**src/rtl/ins_prefetch_queue.sv**
```systemverilog
// Instruction prefetch front end: back-to-back program-memory reads with wait
// states feeding a small byte queue drained by the decoder over valid/ready.
module ins_prefetch_queue #(
  parameter int DATA_W      = 8,
  parameter int ADDR_W      = 16,
  parameter int DEPTH       = 4,
  parameter int WAIT_STATES = 1,
  parameter int RESET_PC    = 0
) (
  input  logic              clk,
  input  logic              reset,
  output logic [ADDR_W-1:0] addr_bus,
  input  logic [DATA_W-1:0] data_bus,
  output logic              read_en,
  output logic              memory_select,
  output logic              ins_valid,
  output logic [DATA_W-1:0] ins_data,
  output logic [ADDR_W-1:0] ins_pc,
  input  logic              ins_ready,
  input  logic              jump_en,
  input  logic [ADDR_W-1:0] jump_addr,
  input  logic              fetch_hold
);

  localparam int PTR_W = (DEPTH > 1) ? $clog2(DEPTH) : 1;
  localparam int CNT_W = $clog2(DEPTH) + 1;
  localparam logic [CNT_W-1:0] DEPTH_C = CNT_W'(DEPTH);
  localparam logic [2:0] WAIT_INIT = (WAIT_STATES == 0) ? 3'd0 : 3'(WAIT_STATES - 1);

  typedef enum logic [1:0] {S_IDLE, S_READ, S_WAIT} state_t;

  state_t            state_reg, state_next;
  logic [2:0]        wait_cnt_reg, wait_cnt_next;
  logic [ADDR_W-1:0] fetch_pc_reg, fetch_pc_next;
  logic [ADDR_W-1:0] addr_reg, addr_next;
  logic              read_en_reg, read_en_next;

  logic              cap_valid_reg;
  logic [DATA_W-1:0] cap_data_reg;
  logic [ADDR_W-1:0] cap_pc_reg;

  logic [DATA_W-1:0] data_q [DEPTH];
  logic [ADDR_W-1:0] pc_q [DEPTH];
  logic [PTR_W-1:0]  wr_ptr_reg, rd_ptr_reg;
  logic [CNT_W-1:0]  count_reg, count_next, occ_next;

  logic sample, push, pop, start_ok;

  // The last bus cycle of a read; data_bus is captured at its closing edge.
  assign sample = !jump_en &&
                  (((state_reg == S_READ) && (WAIT_STATES == 0)) ||
                   ((state_reg == S_WAIT) && (wait_cnt_reg == 3'd0)));

  assign push = cap_valid_reg && !jump_en;
  assign pop  = ins_valid && ins_ready && !jump_en;

  // occ_next counts queued bytes plus the captured byte still on its way in,
  // so a new read only starts when its destination slot is guaranteed.
  assign count_next = jump_en ? '0 : (count_reg + CNT_W'(push) - CNT_W'(pop));
  assign occ_next   = count_next + CNT_W'(sample);
  assign start_ok   = !fetch_hold && !jump_en && (occ_next < DEPTH_C);

  always_ff @(posedge clk or negedge reset) begin
    if (!reset) begin
      state_reg    <= S_IDLE;
      wait_cnt_reg <= 3'd0;
      fetch_pc_reg <= ADDR_W'(RESET_PC);
      addr_reg     <= '0;
      read_en_reg  <= 1'b0;
    end else begin
      state_reg    <= state_next;
      wait_cnt_reg <= wait_cnt_next;
      fetch_pc_reg <= fetch_pc_next;
      addr_reg     <= addr_next;
      read_en_reg  <= read_en_next;
    end
  end

  always_comb begin
    state_next    = state_reg;
    wait_cnt_next = wait_cnt_reg;
    case (state_reg)
      S_IDLE: if (start_ok) state_next = S_READ;
      S_READ: begin
        if (WAIT_STATES == 0) begin
          state_next = start_ok ? S_READ : S_IDLE;
        end else begin
          state_next    = S_WAIT;
          wait_cnt_next = WAIT_INIT;
        end
      end
      S_WAIT: begin
        if (wait_cnt_reg == 3'd0) state_next = start_ok ? S_READ : S_IDLE;
        else wait_cnt_next = wait_cnt_reg - 3'd1;
      end
      default: state_next = S_IDLE;
    endcase
    if (jump_en) state_next = S_IDLE;
  end

  always_comb begin
    fetch_pc_next = fetch_pc_reg;
    if (jump_en) fetch_pc_next = jump_addr;
    else if (sample) fetch_pc_next = fetch_pc_reg + ADDR_W'(1);
    read_en_next = (state_next != S_IDLE);
    case (state_next)
      S_READ:  addr_next = fetch_pc_next;
      S_WAIT:  addr_next = addr_reg;
      default: addr_next = '0;
    endcase
  end

  always_ff @(posedge clk or negedge reset) begin
    if (!reset) begin
      cap_valid_reg <= 1'b0;
      cap_data_reg  <= '0;
      cap_pc_reg    <= '0;
      wr_ptr_reg    <= '0;
      rd_ptr_reg    <= '0;
      count_reg     <= '0;
    end else begin
      cap_valid_reg <= sample;
      if (sample) begin
        cap_data_reg <= data_bus;
        cap_pc_reg   <= addr_reg;
      end
      count_reg <= count_next;
      if (jump_en) begin
        wr_ptr_reg <= '0;
        rd_ptr_reg <= '0;
      end else begin
        if (push) wr_ptr_reg <= wr_ptr_reg + PTR_W'(1);
        if (pop)  rd_ptr_reg <= rd_ptr_reg + PTR_W'(1);
      end
    end
  end

  for (genvar gi = 0; gi < DEPTH; gi++) begin : g_entry
    logic [DATA_W-1:0] data_reg;
    logic [ADDR_W-1:0] pc_reg;
    always_ff @(posedge clk or negedge reset) begin
      if (!reset) begin
        data_reg <= '0;
        pc_reg   <= '0;
      end else if (push && (wr_ptr_reg == PTR_W'(gi))) begin
        data_reg <= cap_data_reg;
        pc_reg   <= cap_pc_reg;
      end
    end
    assign data_q[gi] = data_reg;
    assign pc_q[gi]   = pc_reg;
  end

  assign addr_bus      = addr_reg;
  assign read_en       = read_en_reg;
  assign memory_select = 1'b0;
  assign ins_valid     = (count_reg != '0);
  assign ins_data      = data_q[rd_ptr_reg];
  assign ins_pc        = pc_q[rd_ptr_reg];

endmodule

```
**config.mk**
```make
export PLATFORM = sky130hd
export DESIGN_NAME = ins_prefetch_queue
export DESIGN_NICKNAME = d
export VERILOG_FILES = /design/src/rtl/ins_prefetch_queue.sv
export SDC_FILE = /design/constraint.sdc
export NUM_CORES = 1
export LEC_CHECK = 0
export ABC_AREA = 1
export CELL_PAD_IN_SITES_DETAIL_PLACEMENT = 1
export CELL_PAD_IN_SITES_GLOBAL_PLACEMENT = 1
export CORE_MARGIN = 1.5
export CORE_UTILIZATION = 39
export DETAILED_ROUTE_END_ITERATION = 16
export PLACE_DENSITY = 0.8
export SETUP_SLACK_MARGIN = 0.4
export SYNTH_ARGS = -nofsm -noshare
export SYNTH_HDL_FRONTEND = slang
export SYNTH_SLANG_ARGS = --single-unit
```
**constraint.sdc**
```tcl
create_clock -name clk -period 2.73 [get_ports clk]
set_input_delay 0.546 -clock clk [delete_from_list [all_inputs] [get_ports clk]]
set_output_delay 0.546 -clock clk [all_outputs]
set_load 0.01 [all_outputs]
```
==> flow_summary.yaml <==
outcome:
  status: "finished with violations"
  violations: "negative setup slack"
floorplan:
  initial_core_util_pct: 39.68
  die_area_sq_um: 19800
  die_w_um: 140.7
  die-height_um: 140.7
  core_area_sq_um: 18640
  ios: 72
  num_rows: 50
global_route:
  grt_usage_pct: 22.16
  grt_pass1_vias: 6587
  grt_pass1_wl_um: 34490
  antenna_found_initial: 0
  grt_max_degree: 50
  grt_overflow: 0
finish:
  drive_above_1_share_pct: 14.09
  mostFrequentLayoutCell: "nand2_1"
  antenna_cells: 0
  final_cell_mix: "215 x nand2_1, 168 x o21ai_0, 166 x dfrtp_1, 71 x nor2_1, 59 x inv_1"
  fin_nets: 977
  area_delta_synth_final_pct: 24.95
  largest_reg_flops: 64
  instances_no_fill: 1185
  fin_area_sq_um: 9243
power:
  p_int_mw: 5.354
  seq_power_share_pct: 38.5
  max-vdd-ir-drop_mv: 0.4767
  p_sw_mw: 2.629
  clkPwrFrac_pct: 32.9
  leakage_nw: 4.392
  power_frac_comb_pct: 28.6
  p_per_area_nw_per_um2: 863.6
  p_sw_share_pct: 32.93
placement:
  postPlaceCellArea_sq_um: 8446
  io_buffers: 70
  routabilityCongestion: 0.8067
  dp_hpwl_um: 13440
  dp.cells: 1146
cts:
  path_clk_slew_ps: 70
  cts-root-buf: "clkbuf_16"
  cts_buffers: 17
  cts_htree_levels: 4
  cts.sinks: 166
  cts_tree: "done"
  clk_latency_ps: 430
  clockBufferDepth: 2
  hold_buffers: 0
yosys:
  ys.warnings.count: 0
  yosysSeqAreaShare_pct: 56.16
  synth.top_cell.area_share_pct: 56.16
  synth_edf_count: 0
  syn_inst: 865
  syn_nets: 904
  synthFlopType: "dfrtp_1"
  yosys.area.top_type: "dfrtp_1"
  async_flop_share_pct: 100.0
  synth_cell_types: 35
  synthTopCellsByArea: "dfrtp_1 56%, o21ai_0 12%, nand2_1 12%"
  syn-mean-instance-area_sq_um: 8.552
  synth_area_sq_um: 7397
  ys_seq_elements: 166
routing:
  drt_wl_total_um: 20980
  antenna_left: 0
  drt_iter0_markers: 322
  drtPass1Iterations: 4
  routedWlPerCell_um: 17.70
  vias_per_cell: 5.241
  dr_total_vias: 6211
  drc_errors: 0
worst_setup_path:
  timing.rr.start: "count_reg[1]$_DFF_PN0_"
  cp.required_ps: 3050
  startpoint: "count_reg[1]$_DFF_PN0_"
  reg2reg_depth: 19
  start_kind: "flip-flop"
  reg2reg_slack_ps: -130
  r2r-end: "addr_bus[6]$_DFFE_PN0P_"
  crit_end: "addr_bus[6]$_DFFE_PN0P_"
  arrival_ps: 3180
  cp-end-kind: "flip-flop"
  worstPathMaxFanout: 8
  timing_worst_setup_path_type: "reg2reg"
job:
  drv_cap: 0
sta:
  fmax_ghz: 0.3502
  finalSetupTns_ps: -1680
  drv_slew: 0
  setup_viol: 18
  fin_crit_sh_pct: 104.6
  rsz0062_at_grt: "true"
  period_minus_slack_ps: 2856
  clock_skew_ps: 8.723
  finalWorstSetupSlack_ps: -125.6
  hold_viol: 0
hold_path:
  hp-class: "in2async"
-- synthesized netlist by cell type, drive strengths merged, types with 5 or more instances --
master    n
nand2   232
o21ai   180
dfrtp   166
nor2     80
inv      69
clkbuf   27
o22ai    26
nand3    25
buf      20
ha        9
nand4     7
a21oi     6
or2       5
-- layout make-up --
| class | instances | area (sq um) |
|---|---|---|
| Timing Repair Buffer | 101 | 1015 |
| Clock buffer | 19 | 452.9 |
| Tap cell | 234 | 292.8 |
| Sequential cell | 166 | 4154 |
| Fill cell | 2193 | 9400 |
| Clock inverter | 13 | 195.2 |
| Multi-Input combinational cell | 583 | 2874 |
| Inverter | 69 | 259.0 |
-- layer usage --
layer,vias up,share of wire (%),global-route usage [%],routed length [um]
met5,-,0,0,0
met4,0,1.5,6.963,313
met3,20,3.1,3.736,652
met2,103,49,37.67,10370
met1,3135,46,29.03,9642
li1,2953,-,-,-
-- worst max-delay path, stage by stage (launching register included) --
cell       delay [ps]
dfrtp_1           380
inv_1              80
nand2_2            60
or2_4             240
nand2_4            70
nor2_2             30
ha_1              290
inv_1              60
ha_2              170
inv_2              40
fa_1              460
inv_2             100
nand2_4            60
nor3_4            160
nand2_1           100
nand2_2           100
nor2_4             60
clkbuf_16         180
nand2_2            70
nand2_1            50
-- stage by stage --
stage | util [%] | setup WS, ps | power (mW) | hold WS, ps
after floorplan | - | 123.7 | 4.229 | 250.4
after global placement | 45.30 | -546.3 | 5.296 | 460.6
after detailed placement | 45.30 | -628.2 | 5.381 | 468.0
after CTS | 49.28 | -156.3 | 7.990 | 60.46
after global routing | 49.58 | -277.1 | 8.395 | 76.33
final | 49.58 | -125.6 | 7.982 | 42.69
-- how the worst min path moves through the flow --
stage	endpoint	start	slack, ps	cells past startpoint
2_1_floorplan	addr_bus[0]$_DFFE_PN0P_	reset	250	0
3_3_place_gp	g_entry[1].pc_reg[8]$_DFFE_PN0P_	g_entry[1].pc_reg[8]$_DFFE_PN0P_	460	2
3_5_place_dp	g_entry[2].pc_reg[2]$_DFFE_PN0P_	g_entry[2].pc_reg[2]$_DFFE_PN0P_	470	2
4_1_cts	g_entry[1].pc_reg[9]$_DFFE_PN0P_	reset	60	1
5_1_grt	g_entry[2].pc_reg[9]$_DFFE_PN0P_	reset	80	1
6_report	g_entry[3].pc_reg[11]$_DFFE_PN0P_	reset	40	1
-- power by group through the flow --
stage / registers, mW / logic, mW / clock network [mW]
global placement: 3.08 / 2.21 / 0
CTS: 3.07 / 2.27 / 2.65
global route: 3.12 / 2.52 / 2.75
finish: 3.07 / 2.29 / 2.62
floorplan: 3.06 / 1.17 / 0
detailed placement: 3.11 / 2.27 / 0
-- cell families after synthesis --
| group | share of synthesized area [%] |
|---|---|
| AND/OR/NAND/NOR | 19.86 |
| AO/OA/AOI/OAI | 15.43 |
| flip-flops | 56.16 |
| buffers and inverters | 6.597 |
| adder cells (fa/ha/maj) | 1.793 |
| XOR/XNOR | 0.1184 |
| other | 0.05070 |
-- timing repair --
action	4_1_cts	5_1_grt
cloned	1	1
gates resized for setup	55	55
buffers inserted	3	2
pin swaps	6	11
setup endpoints to repair	43	39
Power figures use the tool's default switching activity.
==> edit 1: new RTL, config.mk and constraints unchanged <==
`WAIT_STATES`: 1 -> 0.
--- a/src/rtl/ins_prefetch_queue.sv
+++ b/src/rtl/ins_prefetch_queue.sv
@@ -6,3 +6,3 @@
   parameter int DEPTH       = 4,
-  parameter int WAIT_STATES = 1,
+  parameter int WAIT_STATES = 0,
   parameter int RESET_PC    = 0
Check against the original RTL: not equivalent (Yosys sat finds a counterexample within 4 cycles, from zero or initial values and one cycle with reset low).
==> edit 1 against the unedited design <==
The run still ends with setup timing left. Area after synthesis up 0.15%. Sequential cell count unchanged. Setup slack worse by 0.065 ns. Combinational power up 17%. Non-clock buffer count up 17. Sequential power up 1%. Wire length up 6.8%. Design area up 2.2%. Count of clock-buffer cells in the layout down 1. Clock skew up 0.0023 ns. Die area up 0.15%. Total power up 2.3%. Critical path type unchanged. Largest power group unchanged.
==> edit 1: results (changes against the unedited design) <==
Run status
  • Status: complete, but fails checks
  • Violated checks: setup timing

Setup path
  • Delay of the slowest cell on the worst path: 0.40 ns (-0.06 ns)
  • Maximum fanout encountered on the critical timing path: 8 (unchanged)
  • Largest delay contributor family on the critical path: buffers and inverters
  • Arrival @ worst endpoint: 3.28 ns (+0.10 ns)
  • Critical-path top delay cell: sky130_fd_sc_hd__dfrtp_1
  • Reg2Reg Depth: 23 (+4)

CTS
  • Number of levels the H-tree was split into: 4 (unchanged)
  • Clock root buffer: sky130_fd_sc_hd__clkbuf_16
  • Clk buf depth: 2 (unchanged)
  • CTS Buf Count: 17 (unchanged)
  • Register clock-pin slew on the reported worst setup and hold paths: 0.07 ns (about the same)
  • Clock Latency Late Sink: 0.43 ns (about the same)

Global routing
  • Antenna violations before repair: 0 (unchanged)
  • Overall fraction of global-route tracks in use: 23.8% (+1.7 points)
  • Wire length of the first global-routing pass: 36700 microns (+6.3%)
  • Maximum number of pins on one net before global-route repair: 68 (+36%)
  • Vias in the first global route: 6842 (+3.9%)

Hold path
  • Worst hold-check path type: input port to asynchronous set/reset pin

Detailed routing
  • Via count of the routed design: 6474 (+4.2%)
  • Average via count per standard cell: 5.35 (+2.1%)
  • Drt first pass iters: 5 (+1)
  • Drt first-iter violations: 326 (+1.2%)
  • Mean routed wirelength per cell: 18.5 microns (+4.6%)

Place
  • Buffers on Ports: 70 (unchanged)
  • Global placement routability congestion: 0.840 (+4.1%)
  • Placed Cells incl. Taps: 1154 (+0.70%)
  • DPL Wire Length: 13000 microns (-3.5%)

Timing
  • Final Worst Setup Slack: -0.191 ns (-0.0650 ns)
  • Count of endpoints failing setup in the final report: 18 (unchanged)
  • Worst clock skew: 0.0110 ns (+0.00226 ns)
  • Slew at the pin closest to its max-slew limit: 1.01 ns

Yosys
  • Proportion of synthesized chip area in sequential cells: 56.1% (-0.085 points)
  • Syn_nets: 913 (+1.0%)
  • Number of distinct library cells after synthesis: 32 (-8.6%)
  • Synth top cells by count: 231 x sky130_fd_sc_hd__nand2_1, 182 x sky130_fd_sc_hd__o21ai_0, 166 x sky130_fd_sc_hd__dfrtp_1
  • Top FF cell, synth: sky130_fd_sc_hd__dfrtp_1
  • Largest cells by area after synthesis: sky130_fd_sc_hd__dfrtp_1 56%, sky130_fd_sc_hd__o21ai_0 12%, sky130_fd_sc_hd__nand2_1 12%
  • Fraction of registers with async set or reset after synthesis: 100% (unchanged)
  • Mapped Avg Cell Area: 8.48 sq um (-0.88%)
  • Synth Warn #: 0 (unchanged)

Power
  • Switching power summed over all nets: 0.00284 W (+8.1%)
  • Static leakage: 4.41 nW (+0.46%)
  • Peak supply drop: 0.485 mV (+1.7%)

Cells and area
  • Layout cell share with drive strength beyond 1: 17.3% (+3.2 points)
  • Inserted Diodes: 0 (unchanged)
  • Largest register FFs: 64 (unchanged)
  • Total number of nets in the final design: 1002 (+2.6%)
## edit 1: cell count changes in the layout (fill, tap and decap cells not counted), sizes merged, moves of 2 or more
cell / unedited run / this run
a21oi: 6 / 4
and2: 2 / 4
buf: 32 / 57
bufinv: 4 / 1
clkbuf: 34 / 32
clkinv: 4 / 7
dlygate4sd2: 8 / 1
inv: 71 / 69
nand3: 25 / 33
nand4: 7 / 2
o21ai: 180 / 188
o21bai: 1 / 4
o22ai: 26 / 24
## edit 1: what timing repair did
item                       in CTS  in global routing
buffers inserted               15                  4
cloned                          5                  0
pin swaps                      14                 25
setup endpoints to repair      42                 41
gates resized for setup       114                 56
## edit 1: area by class of cell
class / instances / area [sq um]
fillers: 2186 / 9200
flip-flops and latches: 166 / 4160
multi-input cells: 595 / 3000
repair buffers: 118 / 1140
clock buffers: 18 / 439
well taps: 234 / 293
inverters: 64 / 267
clock inverters: 14 / 140
repair inverters: 1 / 11.3
## edit 1: path summary, 6_finish.rpt
kind,from,to,slack (ns)
max,count_reg[2]$_DFF_PN0_,addr_bus[9]$_DFFE_PN0P_,-0.19
min reg2reg,g_entry[1].data_reg[5]$_DFFE_PN0P_,g_entry[1].data_reg[5]$_DFFE_PN0P_,0.48
min,reset,cap_pc_reg[8]$_DFFE_PN0N_,0.12
min in group clk,g_entry[1].data_reg[5]$_DFFE_PN0P_,g_entry[1].data_reg[5]$_DFFE_PN0P_,0.48
max in group asynchronous,reset,g_entry[3].pc_reg[7]$_DFFE_PN0P_,1.91
max reg2reg,count_reg[2]$_DFF_PN0_,addr_bus[9]$_DFFE_PN0P_,-0.19
## edit 1: cell families after synthesis
logic type                 count (synthesis)  share of synthesized area, %
and+or+nand+nor                          359                          19.7
AOI/OAI and AO/OA                        222                          15.7
DFF                                      166                          56.1
buffers and inverters                    113                          6.35
adders and majority gates                 10                          1.79
xor gates and xnor gates                   3                         0.355
other                                      1                        0.0506
## edit 1: power groups by stage
stage               Combinational, W  Sequential, W  Clock [W]
floorplan                    0.00119        0.00307          0
global placement             0.00219        0.00310          0
detailed placement           0.00226        0.00312          0
CTS                          0.00257        0.00309    0.00240
global route                 0.00295        0.00315    0.00251
finish                       0.00267        0.00311    0.00238
## edit 1: routing by layer
| metal | wire length (microns) | vias to the layer above | GRT usage [%] |
|---|---|---|---|
| met2 | 11000 | 132 | 40.6 |
| met3 | 732 | 44 | 3.57 |
| met5 | 0 | - | 0 |
| li1 | - | 3026 | - |
| met4 | 557 | 0 | 8.99 |
| met1 | 10100 | 3272 | 30.9 |
## edit 1: per-stage QoR
step                cell area (sq um)  TNS [ns]  worst slack, ns
floorplan                        7450         0           0.0953
global placement                 8460     -6.73           -0.423
detailed placement               8460    -10.06           -0.638
CTS                              9370     -1.10          -0.0945
global route                     9450     -4.88           -0.315
finish                           9450     -2.86           -0.191
==> edit 2: new RTL, same settings <==
Without the edit above. Re-encode `state_t` (3 states) as one-hot, 3 bits wide.
--- a/src/rtl/ins_prefetch_queue.sv
+++ b/src/rtl/ins_prefetch_queue.sv
@@ -29,3 +29,3 @@
 
-  typedef enum logic [1:0] {S_IDLE, S_READ, S_WAIT} state_t;
+  typedef enum logic [2:0] {S_IDLE = 3'b001, S_READ = 3'b010, S_WAIT = 3'b100} state_t;
 
Function: same outputs for any inputs over 4 cycles, from zero or initial values and one cycle with reset low; so few cycles prove little.
==> edit 2 against the unedited design <==
The flow still finishes with violations (setup timing). Utilization increased by 1.1 points. Total power down 19%. Sequential cell count grew 1. Area after synthesis grew 1.7%. Count of clock-buffer cells in the layout grew 2. Wire length rose by 0.49%. Setup slack got worse by 0.017 ns. Design area grew 3.2%. Global-route usage decreased by 0.082 points. Final cell count up 4.0%. Critical endpoint is now addr_bus[5]$_DFFE_PN0P_.
==> edit 2: results (changes against the unedited design) <==
Run status
  • Status: complete, but fails checks
  • Violated checks: setup timing

Yosys
  • Area fraction in compound gates after synthesis: 15.8% (+0.33 points)
  • Adder-cell share of the synthesized area: 1.76% (-0.029 points)
  • Number of distinct library cells after synthesis: 39 (+11%)
  • Gate count after technology mapping: 879 (+1.6%)
  • Synth top cells by count: 233 x sky130_fd_sc_hd__nand2_1, 171 x sky130_fd_sc_hd__o21ai_0, 166 x sky130_fd_sc_hd__dfrtp_1
  • Proportion of synthesized chip area in sequential cells: 55.6% (-0.57 points)
  • Largest cells by area after synthesis: sky130_fd_sc_hd__dfrtp_1 55%, sky130_fd_sc_hd__nand2_1 12%, sky130_fd_sc_hd__o21ai_0 11%
  • Syn_nets: 918 (+1.5%)

Cells and area
  • Total number of nets in the final design: 1000 (+2.4%)
  • Final non-filler cell total: 1232 (+4.0%)
  • Final design instance area without fill: 9540 sq um (+3.2%)
  • Layout cell share with drive strength beyond 1: 16.0% (+2.0 points)
  • Count of filler cells inserted in the layout: 2191 (-0.091%)

Detailed routing
  • Wire length on met3: 786 microns (+21%)
  • Drt first pass iters: 5 (+1)
  • Mean routed wirelength per cell: 17.1 microns (-3.3%)
  • Drt first-iter violations: 364 (+13%)

Place
  • DP Worst Slack: -0.511 ns (+0.117 ns)
  • Placed standard-cell area: 8620 sq um (+2.1%)
  • Global placement routability congestion: 0.816 (+1.2%)
  • Placed Cells incl. Taps: 1189 (+3.8%)

Global routing
  • Wire length of the first global-routing pass: 34700 microns (+0.60%)
  • Maximum number of pins on one net before global-route repair: 66 (+32%)
  • Met3 Use GR: 3.88% (+0.14 points)
  • Met1 layer usage reported by global route: 29.6% (+0.60 points)
  • Overall fraction of global-route tracks in use: 22.1% (-0.082 points)

Timing
  • Worst clock skew: 0.00709 ns (-0.00163 ns)
  • Post-route setup TNS: -1.40 ns (+0.277 ns)
  • Final Worst Setup Slack: -0.142 ns (-0.0167 ns)
  • Count of endpoints failing setup in the final report: 17 (-1)

Setup path
  • Arrival @ worst endpoint: 3.22 ns (+0.04 ns)
  • Delay of the slowest cell on the worst path: 0.60 ns (+0.14 ns)

Power
  • Peak supply drop: 0.504 mV (+5.7%)

CTS
  • Post-CTS Setup Bufs: 8 (+5)
[edit 2: cell count changes in the layout (fill, tap and decap cells not counted), sizes merged, moves of 3 or more]
cell           change
clkbuf            -10
xor2               +3
nand4              -6
nand2              +4
xnor2              +3
buf               +14
o21ai              +9
clkdlybuf4s15      +6
bufinv             -3
[edit 2: final timing paths]
kind	start	end	slack (ns)
setup / recovery	count_reg[1]$_DFF_PN0_	addr_bus[5]$_DFFE_PN0P_	-0.14
hold / removal	reset	g_entry[3].pc_reg[4]$_DFFE_PN0P_	0.12
setup reg to reg	count_reg[1]$_DFF_PN0_	addr_bus[5]$_DFFE_PN0P_	-0.14
hold reg to reg	g_entry[1].data_reg[1]$_DFFE_PN0P_	g_entry[1].data_reg[1]$_DFFE_PN0P_	0.48
max in group asynchronous	reset	g_entry[0].pc_reg[15]$_DFFE_PN0P_	1.89
min in group clk	g_entry[1].data_reg[1]$_DFFE_PN0P_	g_entry[1].data_reg[1]$_DFFE_PN0P_	0.48
[edit 2: worst reg2reg max path, delay by kind of cell (launching register included)]
kind	cells	cell delay [ns]
and+or+nand+nor	10	0.95
adders and majority gates	3	0.94
DFF	1	0.39
buffers and inverters	4	0.34
AOI/OAI and AO/OA	2	0.17
[edit 2: final cells by class]
| class | instances | area, sq um | share of cell area, % |
|---|---|---|---|
| flip-flops and latches | 167 | 4180 | 43.9 |
| multi-input cells | 594 | 3050 | 31.9 |
| repair buffers | 111 | 1180 | 12.4 |
| clock buffers | 21 | 450 | 4.72 |
| well taps | 260 | 325 | 3.41 |
| inverters | 70 | 270 | 2.83 |
| clock inverters | 9 | 78.8 | 0.827 |
[edit 2: report_power, final]
part / internal (W) / switching, W / total, W
Combinational: 0.000717 / 0.000884 / 0.00160
Clock: 0.00126 / 0.000969 / 0.00223
Sequential: 0.00258 / 0.0000841 / 0.00267
